<file path="src/rtl/cpu_pkg.sv">
// Shared definitions for the simple CPU: datapath widths, opcode encodings
// and the controller state encoding used by the controller and its monitors.
package cpu_pkg;

  localparam int ADDR_W = 6;
  localparam int DATA_W = 8;
  localparam int AC_W   = DATA_W + 1;

  localparam logic [1:0] OP_ADD = 2'b00;
  localparam logic [1:0] OP_AND = 2'b01;
  localparam logic [1:0] OP_JMP = 2'b10;
  localparam logic [1:0] OP_INC = 2'b11;

  typedef enum logic [3:0] {
    IDLE   = 4'd0,
    CLEAR  = 4'd1,
    FETCH1 = 4'd2,
    FETCH2 = 4'd3,
    DECODE = 4'd4,
    ADD1   = 4'd5,
    ADD2   = 4'd6,
    AND1   = 4'd7,
    AND2   = 4'd8,
    JMP1   = 4'd9,
    INC1   = 4'd10
  } ctrl_state_t;

endpackage

</file>
<file path="src/rtl/alu8.sv">
// Combinational ALU producing the accumulator load value for ADD and AND.
// ADD keeps the carry in bit 8; AND always clears bit 8.
module alu8
  import cpu_pkg::*;
(
  input  logic [1:0]        op,
  input  logic [DATA_W-1:0] a,
  input  logic [DATA_W-1:0] b,
  output logic [AC_W-1:0]   y
);

  // Select the result for the requested opcode; other opcodes give 0
  always_comb begin
    y = '0;
    case (op)
      OP_ADD:  y = {1'b0, a} + {1'b0, b};
      OP_AND:  y = {1'b0, a & b};
      default: y = '0;
    endcase
  end

endmodule

</file>
<file path="src/rtl/hardwired_ctrl.sv">
// Hardwired fetch/decode/execute controller. Sequences instruction and
// operand reads, and drives the PC and AC counter controls. All outputs are
// decoded from the registered state; AC_DATA additionally uses AC_STATE/DR.
module hardwired_ctrl
  import cpu_pkg::*;
(
  input  logic              CLK,
  input  logic              RST_N,
  input  logic              START,
  input  logic [ADDR_W-1:0] PC_STATE,
  input  logic [AC_W-1:0]   AC_STATE,
  input  logic [DATA_W-1:0] MEM_DATA,
  input  logic              MEM_READY,
  output logic [ADDR_W-1:0] MEM_ADDR,
  output logic              MEM_RD,
  output logic              PC_LD,
  output logic              PC_INC,
  output logic              PC_CLR,
  output logic [ADDR_W-1:0] PC_DATA,
  output logic              AC_LD,
  output logic              AC_INC,
  output logic              AC_CLR,
  output logic [AC_W-1:0]   AC_DATA,
  output logic              BUSY
);

  ctrl_state_t       state_q, state_d;
  logic [DATA_W-1:0] ir_q, ir_d;
  logic [DATA_W-1:0] dr_q, dr_d;
  logic [1:0]        alu_op;
  logic [AC_W-1:0]   alu_y;

  // The carry bit of the accumulator never feeds the ADD/AND operands
  logic unused_ac_carry;
  assign unused_ac_carry = AC_STATE[AC_W-1];

  // AND2 is the only state that needs the AND result; everything else adds
  assign alu_op = (state_q == AND2) ? OP_AND : OP_ADD;

  alu8 u_alu (
    .op (alu_op),
    .a  (AC_STATE[DATA_W-1:0]),
    .b  (dr_q),
    .y  (alu_y)
  );

  // Next-state, register capture and Moore output decode
  always_comb begin
    state_d  = state_q;
    ir_d     = ir_q;
    dr_d     = dr_q;
    MEM_ADDR = '0;
    MEM_RD   = 1'b0;
    PC_LD    = 1'b0;
    PC_INC   = 1'b0;
    PC_CLR   = 1'b0;
    PC_DATA  = '0;
    AC_LD    = 1'b0;
    AC_INC   = 1'b0;
    AC_CLR   = 1'b0;
    AC_DATA  = '0;
    BUSY     = (state_q != IDLE);
    case (state_q)
      IDLE: begin
        if (START) state_d = CLEAR;
      end
      CLEAR: begin
        PC_CLR  = 1'b1;
        AC_CLR  = 1'b1;
        state_d = FETCH1;
      end
      FETCH1: begin
        MEM_ADDR = PC_STATE;
        MEM_RD   = 1'b1;
        if (MEM_READY) begin
          ir_d    = MEM_DATA;
          state_d = FETCH2;
        end
      end
      FETCH2: begin
        PC_INC  = 1'b1;
        state_d = DECODE;
      end
      DECODE: begin
        case (ir_q[7:6])
          OP_ADD:  state_d = ADD1;
          OP_AND:  state_d = AND1;
          OP_JMP:  state_d = JMP1;
          default: state_d = INC1;
        endcase
      end
      ADD1, AND1: begin
        MEM_ADDR = ir_q[ADDR_W-1:0];
        MEM_RD   = 1'b1;
        if (MEM_READY) begin
          dr_d    = MEM_DATA;
          state_d = (state_q == ADD1) ? ADD2 : AND2;
        end
      end
      ADD2, AND2: begin
        AC_LD   = 1'b1;
        AC_DATA = alu_y;
        state_d = FETCH1;
      end
      JMP1: begin
        PC_LD   = 1'b1;
        PC_DATA = ir_q[ADDR_W-1:0];
        state_d = FETCH1;
      end
      INC1: begin
        AC_INC  = 1'b1;
        state_d = FETCH1;
      end
      default: state_d = IDLE;
    endcase
  end

  // State, instruction and data registers; reset aborts any operation at once
  always_ff @(posedge CLK or negedge RST_N) begin
    if (!RST_N) begin
      state_q <= IDLE;
      ir_q    <= '0;
      dr_q    <= '0;
    end else begin
      state_q <= state_d;
      ir_q    <= ir_d;
      dr_q    <= dr_d;
    end
  end

endmodule

</file>
<file path="config.mk">
export PLATFORM = sky130hd
export DESIGN_NAME = hardwired_ctrl
export DESIGN_NICKNAME = d
export VERILOG_FILES = /design/src/rtl/cpu_pkg.sv /design/src/rtl/alu8.sv /design/src/rtl/hardwired_ctrl.sv
export SDC_FILE = /design/constraint.sdc
export NUM_CORES = 1
export LEC_CHECK = 0
export ABC_AREA = 0
export BUFFER_PORTS_ARGS = -buffer_cell sky130_fd_sc_hd__buf_4
export CORE_ASPECT_RATIO = 0.8
export CORE_MARGIN = 5
export CORE_UTILIZATION = 35
export CTS_BUF_LIST = sky130_fd_sc_hd__clkbuf_8
export CTS_CLUSTER_DIAMETER = 50
export DETAILED_ROUTE_END_ITERATION = 6
export GPL_ROUTABILITY_DRIVEN = 0
export PLACE_DENSITY_LB_ADDON = 0.25
export SYNTH_ARGS = -nofsm -noshare
export SYNTH_HDL_FRONTEND = slang
export SYNTH_SLANG_ARGS = --single-unit
</file>
<file path="constraint.sdc">
create_clock -name CLK -period 1.8 [get_ports CLK]
set_input_delay 0 -clock CLK [delete_from_list [all_inputs] [get_ports CLK]]
set_output_delay 0 -clock CLK [all_outputs]
set_load 0.01 [all_outputs]
</file>
==> results of run 1 <==
-- cell type report --
class	instances	area (µm²)	share of cell area (%)
Tap cell	60	75.07	3.046
Timing Repair Buffer	79	626.9	25.43
Sequential cell	20	504.2	20.46
Clock buffer	4	55.05	2.234
Inverter	2	7.507	0.3046
Multi-Input combinational cell	138	1196	48.53
-- metrics by stage --
stage	worst slack [ns]	util [%]	hold WS, ns
5_1_grt	-0.2709	54.27	0.1756
2_1_floorplan	0.07387	-	-0.2956
3_3_place_gp	0.04225	46.69	-0.1056
4_1_cts	-0.1894	50.41	0.1529
6_report	-0.1869	54.27	0.1595
3_5_place_dp	0.01662	46.69	-0.1060
-- cell usage in the layout, fill, tap and decap left out, types with 2 or more instances in the layout --
cell / count
dfrtp_1: 17
nor3b_1: 6
nor2_2: 2
o21ai_2: 2
ha_4: 5
a32o_1: 2
nand4_2: 2
mux2_2: 17
buf_6: 3
dlygate4sd3_1: 9
o21ai_1: 3
a221oi_2: 2
o21ai_0: 5
a21oi_1: 9
nor2_1: 7
nand2_1: 12
ha_1: 2
mux2i_1: 3
a22o_1: 3
a211oi_1: 3
nand3_1: 7
nor2b_1: 5
and2_1: 7
and3_1: 3
clkbuf_8: 4
a211oi_2: 2
nor3_1: 3
dfrtp_2: 3
nand2b_1: 2
inv_2: 2
buf_4: 67
a21o_1: 4
-- registers in the layout (all words and copies together) (netlist names) --
signal and flops:
dr_q 8, state_q 4, ir_q 8
-- worst reg2reg max path, stage by stage, from the launching register on --
cell and delay [ns]:
dfrtp_2 0.45, buf_4 0.19, nor2b_1 0.16, o211a_1 0.23, a221oi_2 0.27, a32o_1 0.21
-- cell families after synthesis --
logic type / Yosys count / synth area share, %
adder cells (fa/ha/maj): 9 / 7.374
flip-flops: 20 / 30.72
AND/OR/NAND/NOR: 65 / 24.73
AO/OA/AOI/OAI: 43 / 18.20
buffers and inverters: 15 / 4.839
XOR/XNOR: 1 / 0.5377
multiplexers: 20 / 13.59
-- timing repair --
| action | 4_1_cts | 5_1_grt |
|---|---|---|
| endpoints found under the hold margin | 36 | 0 |
| setup buffers | 0 | 6 |
| hold buffers | 9 | 0 |
| pin swaps | 3 | 9 |
| endpoints found under the setup margin | 6 | 14 |
| gates resized for setup | 11 | 22 |
-- worst max path at each step --
stage / from / endpoint / slack (ns) / cells after the start
finish: dr_q[0] / AC_DATA[4] / -0.19 / 7
global route: dr_q[0] / AC_DATA[8] / -0.27 / 7
CTS: dr_q[0] / AC_DATA[4] / -0.19 / 7
detailed placement: dr_q[0] / AC_DATA[4] / 0.02 / 7
global placement: dr_q[0] / AC_DATA[8] / 0.04 / 7
floorplan: dr_q[0] / AC_DATA[6] / 0.07 / 6
-- per-layer routing --
layer,wire length (µm),up-vias
li1,-,784
met1,2065,777
met2,2133,28
met3,187,5
met4,21,0
met5,0,-
-- power groups by stage --
stage	logic [W]	registers [W]	clock network, W
CTS	0.00216	0.000901	0.000360
global route	0.00274	0.000965	0.000373
detailed placement	0.00208	0.000905	0
global placement	0.00207	0.000897	0
finish	0.00250	0.000923	0.000350
floorplan	0.00154	0.000788	0
==> impl_metrics.env, run 1 <==
export IMPL_final_cells=303
export IMPL_leakage_nw=1.090
export IMPL_grt_busiest_layer="met2"
export IMPL_p_clk_share_pct=9.3
export IMPL_drive_above_1_share_pct=50.21
export IMPL_io_buffers=54
export IMPL_tns_ns=-0.5533
export IMPL_worstReg2RegStart="state_q[1]"
export IMPL_die_area_mm2=0.006127
export IMPL_maxCapViolCount=0
export IMPL_path_clk_slew_ns=0.08
export IMPL_placed_area_mm2=0.002121
export IMPL_period_minus_slack_ns=1.987
export IMPL_fmax_mhz=503.3
export IMPL_grtUsageMet2_pct=23.78
export IMPL_n_antenna_cell=0
export IMPL_seq_area_frac_synth_pct=30.72
export IMPL_sw_frac_of_total_pct=41.06
export IMPL_maxSlewViolCount=0
export IMPL_outcome="finished, violations left"
export IMPL_grt_max_degree=21
export IMPL_pwr_share_seq_pct=24.5
export IMPL_cts_tree="built"
export IMPL_gr_usage_met3_pct=3.492
export IMPL_rsz0062_at_grt="yes"
export IMPL_worst_pin_slew_ns=0.3521
export IMPL_worstSetupPathType="flop to output port"
export IMPL_grt_pass1_wl_um=7314
export IMPL_synthFlopType="dfrtp_1"
export IMPL_syn_area_per_cell_um2=9.417
export IMPL_grt_pass1_vias=1597
export IMPL_slowest_delay_ns=0.40
export IMPL_critPathArrivalTime_ns=1.99
export IMPL_h_tree_depth=1
export IMPL_startpoint_type="flop"
export IMPL_crit_path_end_kind="output port"
export IMPL_yosys_top_cells_count="dfrtp_1, mux2_2, nand2_1"
export IMPL_crit_family="adder cells"
export IMPL_area_delta_synth_final_pct=51.31
export IMPL_drtIter0Drc=48
export IMPL_crit_buf_inv=2
export IMPL_postSynth_asyncResetShare_pct=100.0
export IMPL_overflow=0
export IMPL_ant_nets=0
export IMPL_path_max_fanout=2
export IMPL_p_comb_share_pct=66.2
export IMPL_p_switching_w=0.001549
export IMPL_worstRegToRegCells=5
export IMPL_yosysWarnings=0
export IMPL_drt_total_wl_um=4407
export IMPL_yosysUniqueCellTypes=43
export IMPL_critPathSlowestCell="dfrtp_1"
export IMPL_final_area_mm2=0.002465
export IMPL_setup_viol=4
export IMPL_synth_edff_count=0
export IMPL_drc=0
export IMPL_clock_skew_ns=0.001114
export IMPL_drt_vias_per_instance=5.261
export IMPL_power_density_mw_per_mm2=1530
export IMPL_coreArea_mm2=0.004542
export IMPL_hpwl_um=3282
export IMPL_worstPathRequired_ns=1.80
export IMPL_syn_inst=173
export IMPL_violations="negative setup slack"
export IMPL_rows=22
export IMPL_ys_ff_latch=20
export IMPL_grt_met1_usage_pct=19.45
export IMPL_hold_viol=0
export IMPL_r2r_end="state_q[1]"
export IMPL_route_vias_total=1594
export IMPL_die_w_um=86.28
export IMPL_dieHeight_um=71.02
export IMPL_root_buffer="clkbuf_8"
export IMPL_ff2ff_setup_slack_ns=0.24
export IMPL_nFillCells=420
export IMPL_io_pins=56
export IMPL_syn_area_mm2=0.001629
export IMPL_worstPathCellList="ha_2, fa_2, buf_6, a21o_1, a211oi_2, o31ai_2, buf_4"
export IMPL_layout_nets=280
export IMPL_cts_sinks=20
export IMPL_total_power_w=0.003771
export IMPL_antenna_found_initial=0
export IMPL_fin_crit_sh_pct=110.4
export IMPL_grt_util_all_layers_pct=14.38
export IMPL_dp_cells=285
export IMPL_synth_top_cell_area_share_pct=30.72
export IMPL_routedWlPerCell_um=14.54
export IMPL_drt_first_pass_iters=4
export IMPL_start_util_pct=35.87
export IMPL_setup_ws_ns=-0.1869
export IMPL_clockBufferDepth=2
export IMPL_synthTopCellsByArea="dfrtp_1, mux2_2, ha_1"
export IMPL_min_path_type="primary input to async pin"
export IMPL_relSlewSlack_pct=76.31
export IMPL_yosysMostFrequentCell="dfrtp_1"
export IMPL_ir_worst_vdd_mv=0.7813
export IMPL_synth_nets=209
export IMPL_internal_power_w=0.002223
export IMPL_yosys_area_top_type="dfrtp_1"
export IMPL_cts_buffers=3
export IMPL_clkLatencyLatePin_ns=0.26
Note: power is estimated with default switching activity, not from simulation.
==> run 2: changes to the inputs <==
==> constraint.sdc (replaced) <==
create_clock -name CLK -period 1.75 [get_ports CLK]
set_input_delay 0 -clock CLK [delete_from_list [all_inputs] [get_ports CLK]]
set_output_delay 0 -clock CLK [all_outputs]
set_load 0.01 [all_outputs]
==> impl_metrics.env, run 2 (same netlist as run 1, synthesis figures left out) <==
export IMPL_layout_common_cells="buf_4, mux2_2, dfrtp_1, nand2_1"
export IMPL_startpoint="dr_q[0]"
export IMPL_overflow=0
export IMPL_antenna_found_initial=0
export IMPL_maxCapViolCount=0
export IMPL_cts_tree="built"
export IMPL_clkLatencyLatePin_ns=0.26
export IMPL_drc=0
export IMPL_r2r_end="ir_q[1]"
export IMPL_worstPathRequired_ns=1.75
export IMPL_ant_nets=0
export IMPL_period_minus_slack_ns=1.978
export IMPL_nFillCells=421
export IMPL_min_path_type="primary input to async pin"
export IMPL_area_delta_synth_final_pct=51.54
export IMPL_path_clk_slew_ns=0.07
export IMPL_drt_vias_per_instance=5.138
export IMPL_clockBufferDepth=2
export IMPL_worstSetupPathType="flop to output port"
export IMPL_n_antenna_cell=0
export IMPL_io_pins=56
export IMPL_power_density_mw_per_mm2=1577
export IMPL_crit_path_end_kind="output port"
export IMPL_relSlewSlack_pct=77.74
export IMPL_final_common_cell="buf_4"
export IMPL_final_area_mm2=0.002469
export IMPL_worstReg2RegStart="state_q[2]"
export IMPL_ff2ff_setup_slack_ns=0.22
export IMPL_total_power_w=0.003893
export IMPL_drtIter0Drc=71
export IMPL_die_w_um=86.28
export IMPL_placed_area_mm2=0.002128
export IMPL_pre_cts_ws_ns=-0.02703
export IMPL_dieHeight_um=71.02
export IMPL_worst_pin_slew_ns=0.3308
export IMPL_drt_first_pass_iters=4
export IMPL_violations="negative setup slack"
export IMPL_worstRegToRegCells=4
export IMPL_rsz0062_at_grt="yes"
export IMPL_die_area_mm2=0.006127
export IMPL_routedWlPerCell_um=14.65
export IMPL_h_tree_depth=1
export IMPL_fin_crit_sh_pct=113.0
export IMPL_path_max_fanout=3
export IMPL_leakage_nw=1.090
export IMPL_cts_sinks=20
export IMPL_grt_max_degree=21
export IMPL_grt_pass1_wl_um=7245
export IMPL_drt_total_wl_um=4454
export IMPL_start_util_pct=35.87
export IMPL_grt_util_all_layers_pct=14.45
export IMPL_grt_pass1_vias=1557
export IMPL_startpoint_type="flop"
export IMPL_critPathArrivalTime_ns=1.98
export IMPL_setup_ws_ns=-0.2276
export IMPL_cts_buffers=3
export IMPL_top_regs="dr_q: 8 flops, ir_q: 8 flops, state_q: 4 flops"
export IMPL_ir_worst_vdd_mv=0.7707
export IMPL_clock_skew_ns=0.001754
export IMPL_hold_viol=0
export IMPL_io_buffers=54
export IMPL_rows=22
export IMPL_setup_viol=3
export IMPL_drive_above_1_share_pct=50.41
export IMPL_outcome="finished, violations left"
export IMPL_root_buffer="clkbuf_8"
export IMPL_hpwl_um=3283
export IMPL_hold_ws_ns=0.1470
export IMPL_maxSlewViolCount=0
export IMPL_crit_end="AC_DATA[8]"
export IMPL_fmax_mhz=505.7
export IMPL_route_vias_total=1562
export IMPL_coreArea_mm2=0.004542
export IMPL_layout_nets=281
[run 2: changes by cell type in the layout (fill, tap and decap cells not counted), sizes merged]
cell,delta
buf,+1
[run 2: worst min-delay path by stage]
stage           from      end  slack, ns  cells past startpoint
2_1_floorplan  RST_N  dr_q[0]      -0.30                      0
3_3_place_gp   RST_N  ir_q[7]      -0.11                      1
3_5_place_dp   RST_N  dr_q[7]      -0.11                      1
4_1_cts        RST_N  dr_q[7]       0.15                      2
5_1_grt        RST_N  dr_q[7]       0.17                      2
6_report       RST_N  dr_q[7]       0.15                      2
[run 2: routing by layer]
metal | share of wire (%) | GRT usage, %
met1 | 48 | 19.46
met2 | 47 | 23.61
met3 | 4.4 | 4.075
met4 | 0.52 | 2.076
met5 | 0 | 0
[run 2: repair_timing]
action	CTS	global route
resized for setup	14	17
setup endpoints to repair	13	14
buffers inserted	0	6
hold buffers	9	0
endpoints found under the hold margin	36	0
pin swaps	3	9
[run 2: final cells by class]
| class | instances | area [µm²] | area share, % |
|---|---|---|---|
| Sequential cell | 20 | 505.5 | 20.48 |
| Multi-Input combinational cell | 138 | 1186 | 48.05 |
| Tap cell | 60 | 75.07 | 3.041 |
| Clock buffer | 4 | 55.05 | 2.230 |
| Timing Repair Buffer | 80 | 639.4 | 25.90 |
| Inverter | 2 | 7.507 | 0.3041 |
[run 2: stage by stage]
stage               std cells  setup TNS (ns)  utilization, %
floorplan                 173               0               -
global placement          286               0           46.86
detailed placement        286        -0.03451           46.86
CTS                       299         -0.5771           51.07
global route              304          -1.110           54.35
finish                    304         -0.5291           54.35
[run 2: where the power goes]
group	switching, W	leakage, nW	internal, W	total [W]
registers	0.000252	0.237	0.000704	0.000956
logic	0.00118	0.824	0.00140	0.00258
clock network	0.000157	0.0288	0.000201	0.000357
total	0.00159	1.09	0.00230	0.00389
[run 2: critical path, cell delays in order, from the launching register on]
cell	delay, ns
dfrtp_1	0.39
ha_2	0.19
fa_2	0.35
a211oi_2	0.21
nor2_2	0.09
o31ai_1	0.24
a21oi_1	0.09
buf_4	0.15
